**config.mk**
```make
export PLATFORM = sky130hd
export DESIGN_NAME = bram_port_ctrl
export DESIGN_NICKNAME = d
export VERILOG_FILES = /design/src/rtl/bram_port_ctrl_pkg.sv /design/src/rtl/bram_port_ctrl_rsp_fifo.sv /design/src/rtl/bram_port_ctrl.sv
export SDC_FILE = /design/constraint.sdc
export NUM_CORES = 1
export LEC_CHECK = 0
export ABC_CLOCK_PERIOD_IN_PS = 7600
export CORE_MARGIN = 5
export CORE_UTILIZATION = 40
export CTS_CLUSTER_DIAMETER = 100
export DETAILED_ROUTE_END_ITERATION = 8
export DONT_BUFFER_PORTS = 1
export PLACE_DENSITY = 0.51
export SYNTH_ARGS = -nofsm -noshare
export SYNTH_HDL_FRONTEND = slang
export SYNTH_SLANG_ARGS = --single-unit
export TNS_END_PERCENT = 10
```
**constraint.sdc**
```tcl
create_clock -name clk -period 7.6 [get_ports clk]
set_clock_uncertainty 0.15 [all_clocks]
set_input_delay 0.38 -clock clk [delete_from_list [all_inputs] [get_ports clk]]
set_output_delay 0.38 -clock clk [all_outputs]
set_load 0.05 [all_outputs]
```
**src/rtl/bram_port_ctrl_pkg.sv**
```systemverilog
// bram_port_ctrl_pkg
// Shared types and constants for the BRAM port controller and its response FIFO.

package bram_port_ctrl_pkg;

    // Controller FSM: INIT clears the BRAM after reset, RUN serves requests.
    typedef enum logic [0:0] {
        INIT = 1'b0,
        RUN  = 1'b1
    } ctrl_state_e;

    // Number of read responses that may be buffered or in flight at once.
    localparam int RSP_DEPTH = 3;

endpackage

```
**src/rtl/bram_port_ctrl_rsp_fifo.sv**
```systemverilog
// rsp_fifo
// Small synchronous FIFO that holds read data until the consumer takes it.
// Push to a full FIFO and pop from an empty FIFO are ignored.

module rsp_fifo #(
    parameter  int Width = 36,
    parameter  int Depth = 3,
    localparam int CW    = $clog2(Depth + 1),
    localparam int PW    = (Depth > 1) ? $clog2(Depth) : 1
) (
    input  logic             clk,
    input  logic             rst,
    input  logic             push,
    input  logic [Width-1:0] din,
    input  logic             pop,
    output logic [Width-1:0] dout,
    output logic [CW-1:0]    count,
    output logic             empty
);

    logic [Width-1:0] mem [Depth];
    logic [PW-1:0]    wr_ptr;
    logic [PW-1:0]    rd_ptr;
    logic             do_push;
    logic             do_pop;

    assign empty   = (count == '0);
    assign do_push = push && (count != CW'(Depth));
    assign do_pop  = pop && !empty;
    assign dout    = mem[rd_ptr];

    // Storage needs no reset; validity is tracked by the count.
    always_ff @(posedge clk) begin
        if (do_push) begin
            mem[wr_ptr] <= din;
        end
    end

    // Pointers wrap explicitly so non-power-of-two depths work.
    always_ff @(posedge clk or posedge rst) begin
        if (rst) begin
            wr_ptr <= '0;
            rd_ptr <= '0;
            count  <= '0;
        end else begin
            if (do_push) begin
                wr_ptr <= (wr_ptr == PW'(Depth - 1)) ? '0 : wr_ptr + PW'(1);
            end
            if (do_pop) begin
                rd_ptr <= (rd_ptr == PW'(Depth - 1)) ? '0 : rd_ptr + PW'(1);
            end
            case ({do_push, do_pop})
                2'b10:   count <= count + CW'(1);
                2'b01:   count <= count - CW'(1);
                default: count <= count;
            endcase
        end
    end

endmodule

```
**src/rtl/bram_port_ctrl.sv**
```systemverilog
// bram_port_ctrl
// Valid/ready front-end for a single-port, read-first, 1-cycle-latency BRAM.
// Reads return in order through a small response FIFO with backpressure.
// Optional feature: define BRAM_PORT_CTRL_INIT_EN to zero every BRAM word
// after each reset before any request is accepted.

module bram_port_ctrl
    import bram_port_ctrl_pkg::*;
#(
    parameter  int Depth = 512,
    parameter  int Width = 36,
    localparam int AW    = $clog2(Depth)
) (
    input  logic             clk,
    input  logic             rst,
    input  logic             req_valid,
    output logic             req_ready,
    input  logic             req_wen,
    input  logic [AW-1:0]    req_addr,
    input  logic [Width-1:0] req_wdata,
    output logic             rsp_valid,
    input  logic             rsp_ready,
    output logic [Width-1:0] rsp_rdata,
    output logic             busy,
    output logic             bram_en,
    output logic             bram_wen,
    output logic [AW-1:0]    bram_addr,
    output logic [Width-1:0] bram_din,
    input  logic [Width-1:0] bram_dout
);

    localparam int CW = $clog2(RSP_DEPTH + 1);

    logic          sweep_active;
    logic [AW-1:0] sweep_addr;
    logic          rd_inflight;
    logic [CW-1:0] fifo_count;
    logic          fifo_empty;
    logic [CW:0]   occ;
    logic          accept;

`ifdef BRAM_PORT_CTRL_INIT_EN
    ctrl_state_e   state;
    logic [AW-1:0] clr_addr;
    logic          busy_q;

    // Sweep FSM: one zero write per cycle from 0 to Depth-1, then serve traffic.
    always_ff @(posedge clk or posedge rst) begin
        if (rst) begin
            state    <= INIT;
            clr_addr <= '0;
            busy_q   <= 1'b1;
        end else begin
            case (state)
                INIT: begin
                    clr_addr <= clr_addr + AW'(1);
                    if (clr_addr == AW'(Depth - 1)) begin
                        state  <= RUN;
                        busy_q <= 1'b0;
                    end
                end
                default: begin
                    state    <= RUN;
                    clr_addr <= '0;
                    busy_q   <= 1'b0;
                end
            endcase
        end
    end

    assign sweep_active = (state == INIT);
    assign sweep_addr   = clr_addr;
    assign busy         = busy_q;
`else
    assign sweep_active = 1'b0;
    assign sweep_addr   = '0;
    assign busy         = 1'b0;
`endif

    // Occupancy only counts registered state, so req_ready never depends
    // on rsp_ready or req_valid in the same cycle.
    assign occ       = {1'b0, fifo_count} + {{CW{1'b0}}, rd_inflight};
    assign req_ready = !rst && !sweep_active && (occ < (CW + 1)'(RSP_DEPTH));
    assign accept    = req_valid && req_ready;
    assign rsp_valid = !fifo_empty;

    // BRAM strobes: sweep writes take priority, otherwise forward an accepted request.
    always_comb begin
        bram_en   = 1'b0;
        bram_wen  = 1'b0;
        bram_addr = req_addr;
        bram_din  = req_wdata;
        if (!rst && sweep_active) begin
            bram_en   = 1'b1;
            bram_wen  = 1'b1;
            bram_addr = sweep_addr;
            bram_din  = '0;
        end else if (accept) begin
            bram_en  = 1'b1;
            bram_wen = req_wen;
        end
    end

    // A read issued this cycle lands in the FIFO on the next clock edge.
    always_ff @(posedge clk or posedge rst) begin
        if (rst) begin
            rd_inflight <= 1'b0;
        end else begin
            rd_inflight <= accept && !req_wen;
        end
    end

    rsp_fifo #(
        .Width (Width),
        .Depth (RSP_DEPTH)
    ) u_rsp_fifo (
        .clk   (clk),
        .rst   (rst),
        .push  (rd_inflight),
        .din   (bram_dout),
        .pop   (rsp_valid && rsp_ready),
        .dout  (rsp_rdata),
        .count (fifo_count),
        .empty (fifo_empty)
    );

endmodule

```
Yosys cells after proc, flatten, opt, wreduce, memory -nomap -nowiden --
Memories as Yosys holds them, arrays and structs flattened. Index checks and enable logic that the tools add are counted.
Storage, ports and cells: register bits 7, output and inout port bits 86, memories 1, input port bits 86, RAM bits 108
Operators by class: add/subtract/negate cells 5, eq/ne operators 5, $lt $le $gt $ge 1, multiplexer cells 7, reductions and logical operators 11
Memories:
- u_rsp_fifo.mem | words 3, bits a word 36, rd ports 1, clocked after memory_dff 0, write ports 1, RTL line bram_port_ctrl_rsp_fifo.sv:21 | logic [Width-1:0] mem [Depth];
Operators with widths (count):
- $add 2x1->2 const B | 3
- $eq 2x2->1 const B | 3
- $logic_and 1x1->1 | 6
- $mux 1 | 4
- $mux 2 | 2
- $pmux 2 s2 | 1
- $add 2x1->3 | 1
- $logic_not 1->1 | 3
- $lt 3x2->1 const B | 1
- $eq 2x1->1 const B | 1
- $logic_not 2->1 | 1
- $ne 2x2->1 const B | 1
- $reduce_bool 2->1 | 1
- $sub 2x1->2 const B | 1

Longest topological paths before layout --
word-level depth 6, gate-level depth with buffers 6, gate-level depth less buffers 6

Modules after synthesis --
Synthesis repeated with hierarchy kept, for this count alone.
Unflattened totals: cells, all modules 312, area total of the unflattened synthesis 4780.8 um^2
By module, submodules not included:
- rsp_fifo | sequential area each 3393.3 um^2, area an instance 4332.9 um^2, cells an instance 255, instances 1
- bram_port_ctrl | sequential area each 25.0 um^2, area an instance 447.9 um^2, cells an instance 57, instances 1

Least setup slack after synthesis --
No wires, ideal clock.
path type register to register, start reg u_rsp_fifo.count[0], end mem u_rsp_fifo.mem[2][0] (enable), cell stages (with the launch flop) 3, path slack 3.596 ns, data arrival time 3.372 ns, setup time 0.482 ns, buffers on the path 0, period minus slack after synthesis 4.004 ns, cell sequence dfrtp_1 a21bo_2 nor3b_1
Between the ends: word-level cells in the longest chain between the ends 4
RTL lines:
- start, declared | RTL line bram_port_ctrl_rsp_fifo.sv:17 | output logic [CW-1:0] count,
- start signal, assigned | RTL line bram_port_ctrl_rsp_fifo.sv:53 | 2'b10: count <= count + CW'(1);
- start signal, assigned | RTL line bram_port_ctrl_rsp_fifo.sv:54 | 2'b01: count <= count - CW'(1);
- start signal, assigned | RTL line bram_port_ctrl_rsp_fifo.sv:55 | default: count <= count;
- $ne 2x2->1 | RTL line bram_port_ctrl_rsp_fifo.sv:28 | assign do_push = push && (count != CW'(Depth));
- $logic_and 1x1->1 | RTL line bram_port_ctrl_rsp_fifo.sv:28
- $mux 1 | RTL line bram_port_ctrl_rsp_fifo.sv:34 | if (do_push) begin
- $mux 1 (not written as such) | RTL line bram_port_ctrl_rsp_fifo.sv:35 | mem[wr_ptr] <= din;
- end, declared | RTL line bram_port_ctrl_rsp_fifo.sv:21
Every way passes these cells.

Final worst setup path --
start reg u_rsp_fifo.count[0], end out bram_wen
Between the ends: word-level cells in the longest chain between the ends 5
RTL lines:
- $add 2x1->3 | RTL line bram_port_ctrl.sv:82 | assign occ = {1'b0, fifo_count} + {{CW{1'b0}}, rd_inflight};
- $lt 3x2->1 | RTL line bram_port_ctrl.sv:83 | assign req_ready = !rst && !sweep_active && (occ < (CW + 1)'(RSP_DEPTH));
- $logic_and 1x1->1 | RTL line bram_port_ctrl.sv:83
- via req_ready | RTL line bram_port_ctrl.sv:17 | output logic req_ready,
- $logic_and 1x1->1 | RTL line bram_port_ctrl.sv:84 | assign accept = req_valid && req_ready;
- $mux 1 | RTL line bram_port_ctrl.sv:98 | end else if (accept) begin
- end, declared | RTL line bram_port_ctrl.sv:26 | output logic bram_wen,
The timed path passes the listed nets, and every way through them passes these cells.

==> results.cfg <==
[drt]
drt-wirelength-per-cell_um = 17.4
drt_pre_antenna_iters = 4
vias = 2273
drt_drc_violations_left = 0
via_per_inst = 4.88
drt.antenna.violating_nets = 0
wirelength_mm = 8.10
drt_iter0_drc = 92

[critical_path]
critPathTopFamily = compound AO/OA/AOI/OAI gates
kind_of_start_point_of_the_critical_path = flop
path_buf_inv = 0
worstPathCellList = ha_1 -> ha_1 -> a211oi_2 -> and3_1
critical_path_type = reg -> out
cpMostUsedCell = ha_1
critical_path_peak_fanout = 6
worst-endpoint-arrival_ns = 2.75
critPathRequiredTime_ns = 7.07
critPathCaptureType = output port
critical_path.slowest_cell = a211oi_2
critical-path-max-stage-delay_ns = 0.81

[place]
dp.final_hpwl_mm = 4.79
dpl-instance-area_um2 = 4540
place.port_buffers = 0
gp_routability_congestion = 0.704
place.detailed.instances = 399

[die]
die_w_um = 119
rows = 39
core-area_um2 = 11500
die_h_um = 119
dieArea_um2 = 14200
ios = 172
effective_utilization_at_floorplan_pct = 41.3

[layout]
finalNetCount = 402
final_layout_size_suffix_gt1_share_pct = 11.8
multiInputGateArea_um2 = 887
most_common_cell_after_layout_fill_and_taps_aside = edfxtp_1
area_delta_synth_final_pct = 13.6
fillerInstances = 992
finish.cell_count_without_fillers = 466
layout.area.seq_um2 = 3420
n_antenna_cell = 0
stdcell_area_um2 = 5400
layout.cells.most_common_list = 108 x edfxtp_1, 38 x nand2_1, 38 x dlygate4sd3_1, 36 x mux2i_1, 36 x o21ai_1

[clock_tree]
clk-insertion-delay-late_ns = 0.40
cts_tree = built
holdBufCountCts = 38
cts_buffer_depth = 2
tritoncts_num_sinks = 115
cts-resized-gates = 0
cts.clk_slew.worst_paths_ns = 0.05
tritoncts.num_buffers = 17
clock_tree.htree_level_count = 4
buffer_count_from_post_cts_setup_fixing = 0
clockRootBuffer = clkbuf_16

[logic_synthesis]
synth_seq_cells = 115
synth_sequential_area_ratio_pct = 71.9
syn_area_per_cell_um2 = 15.4
synth-warning-count = 0
synthDistinctLibCells = 28
post_synth_instance_area_um2 = 4750
syn_inst = 309
synthesis.nets = 398

[timing]
setup_total_negative_slack_ns = 0
max_freq_ghz = 0.305
worstMarginPinSlew_ns = 1.09
worst_slew_margin_rel_pct = 27.3
setup_viol = 0
report.final.hold_viol_count = 0
rsz0062_at_grt = false
final_max_slew_viol_count = 0
post-route-period-util_pct = 43.2
period_needed_ns = 3.28

[power]
ir_worst_vdd_mv = 0.197
power_frac_seq_pct = 35.7
p_sw_share_pct = 42.0
power.share.clock_pct = 28.9
pwr-share-comb_pct = 35.4
pwr_cell_area_nw_per_um2 = 411
power.leakage_nw = 1.88
netSwitchingPower_mw = 0.932
power_report.internal_total_mw = 1.29

[global_route]
grt_first_pass_wirelength_mm = 12.7
grt_max_degree = 46
grt_antenna_before_repair = 0
grt.overflow.total = 0
gr-usage-all-layers_pct = 12.1
via_count_of_the_first_global_routing_pass = 2402

[status]
result_of_the_run = complete, no violations

[worst_hold_path]
timing.hold.worst.class = in -> reg

[run]
cap_violations = 0
==> cell families (layout without fill, tap and decap cells) <==
logic type / Yosys count / in the layout / synth area share (%)
other cells: 1 / 1 / 0.0789
flops: 115 / 115 / 71.9
compound gates: 43 / 43 / 4.95
fa+ha+maj: 3 / 3 / 0.790
mux: 36 / 36 / 7.58
buf+inv: 61 / 75 / 9.77
simple gates: 47 / 47 / 4.34
xor+xnor: 3 / 3 / 0.553
==> routing by layer <==
metal,share of wire (%),vias to the layer above,track usage [%]
met2,48,84,18.9
met3,9.0,31,7.06
met4,2.7,0,7.17
met5,0,-,0
li1,-,1097,-
met1,41,1061,12.5
==> power by group through the flow <==
stage | sequential [mW] | combinational [mW] | clock [mW]
2_1_floorplan | 0.775 | 0.801 | 0
3_3_place_gp | 0.801 | 0.779 | 0
3_5_place_dp | 0.805 | 0.783 | 0
4_1_cts | 0.793 | 0.805 | 0.665
5_1_grt | 0.799 | 0.834 | 0.697
6_report | 0.792 | 0.787 | 0.643
==> metrics by stage <==
step	total power [mW]	utilization (%)	hold slack (ns)	setup WS [ns]
finish	2.22	46.9	0.161	4.32
CTS	2.26	46.9	0.145	4.28
floorplan	1.58	-	0.0334	3.60
global placement	1.58	39.4	0.0710	4.76
global route	2.33	46.9	0.198	4.20
detailed placement	1.59	39.4	0.0828	4.72
==> layout make-up <==
cell class              count  share of cell area (%)
clock buffers              19                    8.02
multi-input cells         133                    16.4
repair buffers             44                    7.88
well taps                 143                    3.31
flip-flops and latches    115                    63.4
clock inverters            10                   0.857
inverters                   2                   0.139
==> worst reg2reg max path: stages (launching register included) <==
cell and delay (ns):
dfrtp_1 0.45, ha_1 0.22, ha_1 0.28, a211oi_2 0.81, and2_1 0.56, nor2b_1 0.19
==> worst paths after layout <==
check                                          from                    to  slack, ns  depth (start not counted)
min in group asynchronous                       rst   u_rsp_fifo.count[0]       0.21                          2
worst min-delay path                      rsp_ready  u_rsp_fifo.rd_ptr[1]       0.16                          3
worst max-delay path            u_rsp_fifo.count[0]              bram_wen       4.32                          4
max in group asynchronous                       rst  u_rsp_fifo.rd_ptr[0]       6.85                          2
worst max register to register  u_rsp_fifo.count[0]           rd_inflight       4.86                          5
worst min register to register  u_rsp_fifo.count[1]   u_rsp_fifo.count[1]       0.40                          1
==> synthesized netlist by cell type (all sizes together) <==
cell,n,share of area [%]
edfxtp,108,68
buf,55,9.3
nand2,38,3.0
o21ai,38,4.0
mux2i,36,7.6
dfrtp,7,3.7
clkbuf,4,0.32
a21o,3,0.47
ha,3,0.79
inv,2,0.16
nor3,2,0.32
nor3b,2,0.42
xnor2,2,0.37
a211oi,1,0.26
a21bo,1,0.21
and2,1,0.13
and3,1,0.13
conb,1,0.079
nor2,1,0.079
nor2b,1,0.13
or2,1,0.13
xor2,1,0.18
==> state kept, by name, summed over array words and instances, names as in the netlist <==
| name | flops |
|---|---|
| u_rsp_fifo.count | 2 |
| u_rsp_fifo.mem | 108 |
| u_rsp_fifo.wr_ptr | 2 |
| rd_inflight | 1 |
| u_rsp_fifo.rd_ptr | 2 |
(Power assumes the default switching activity.)
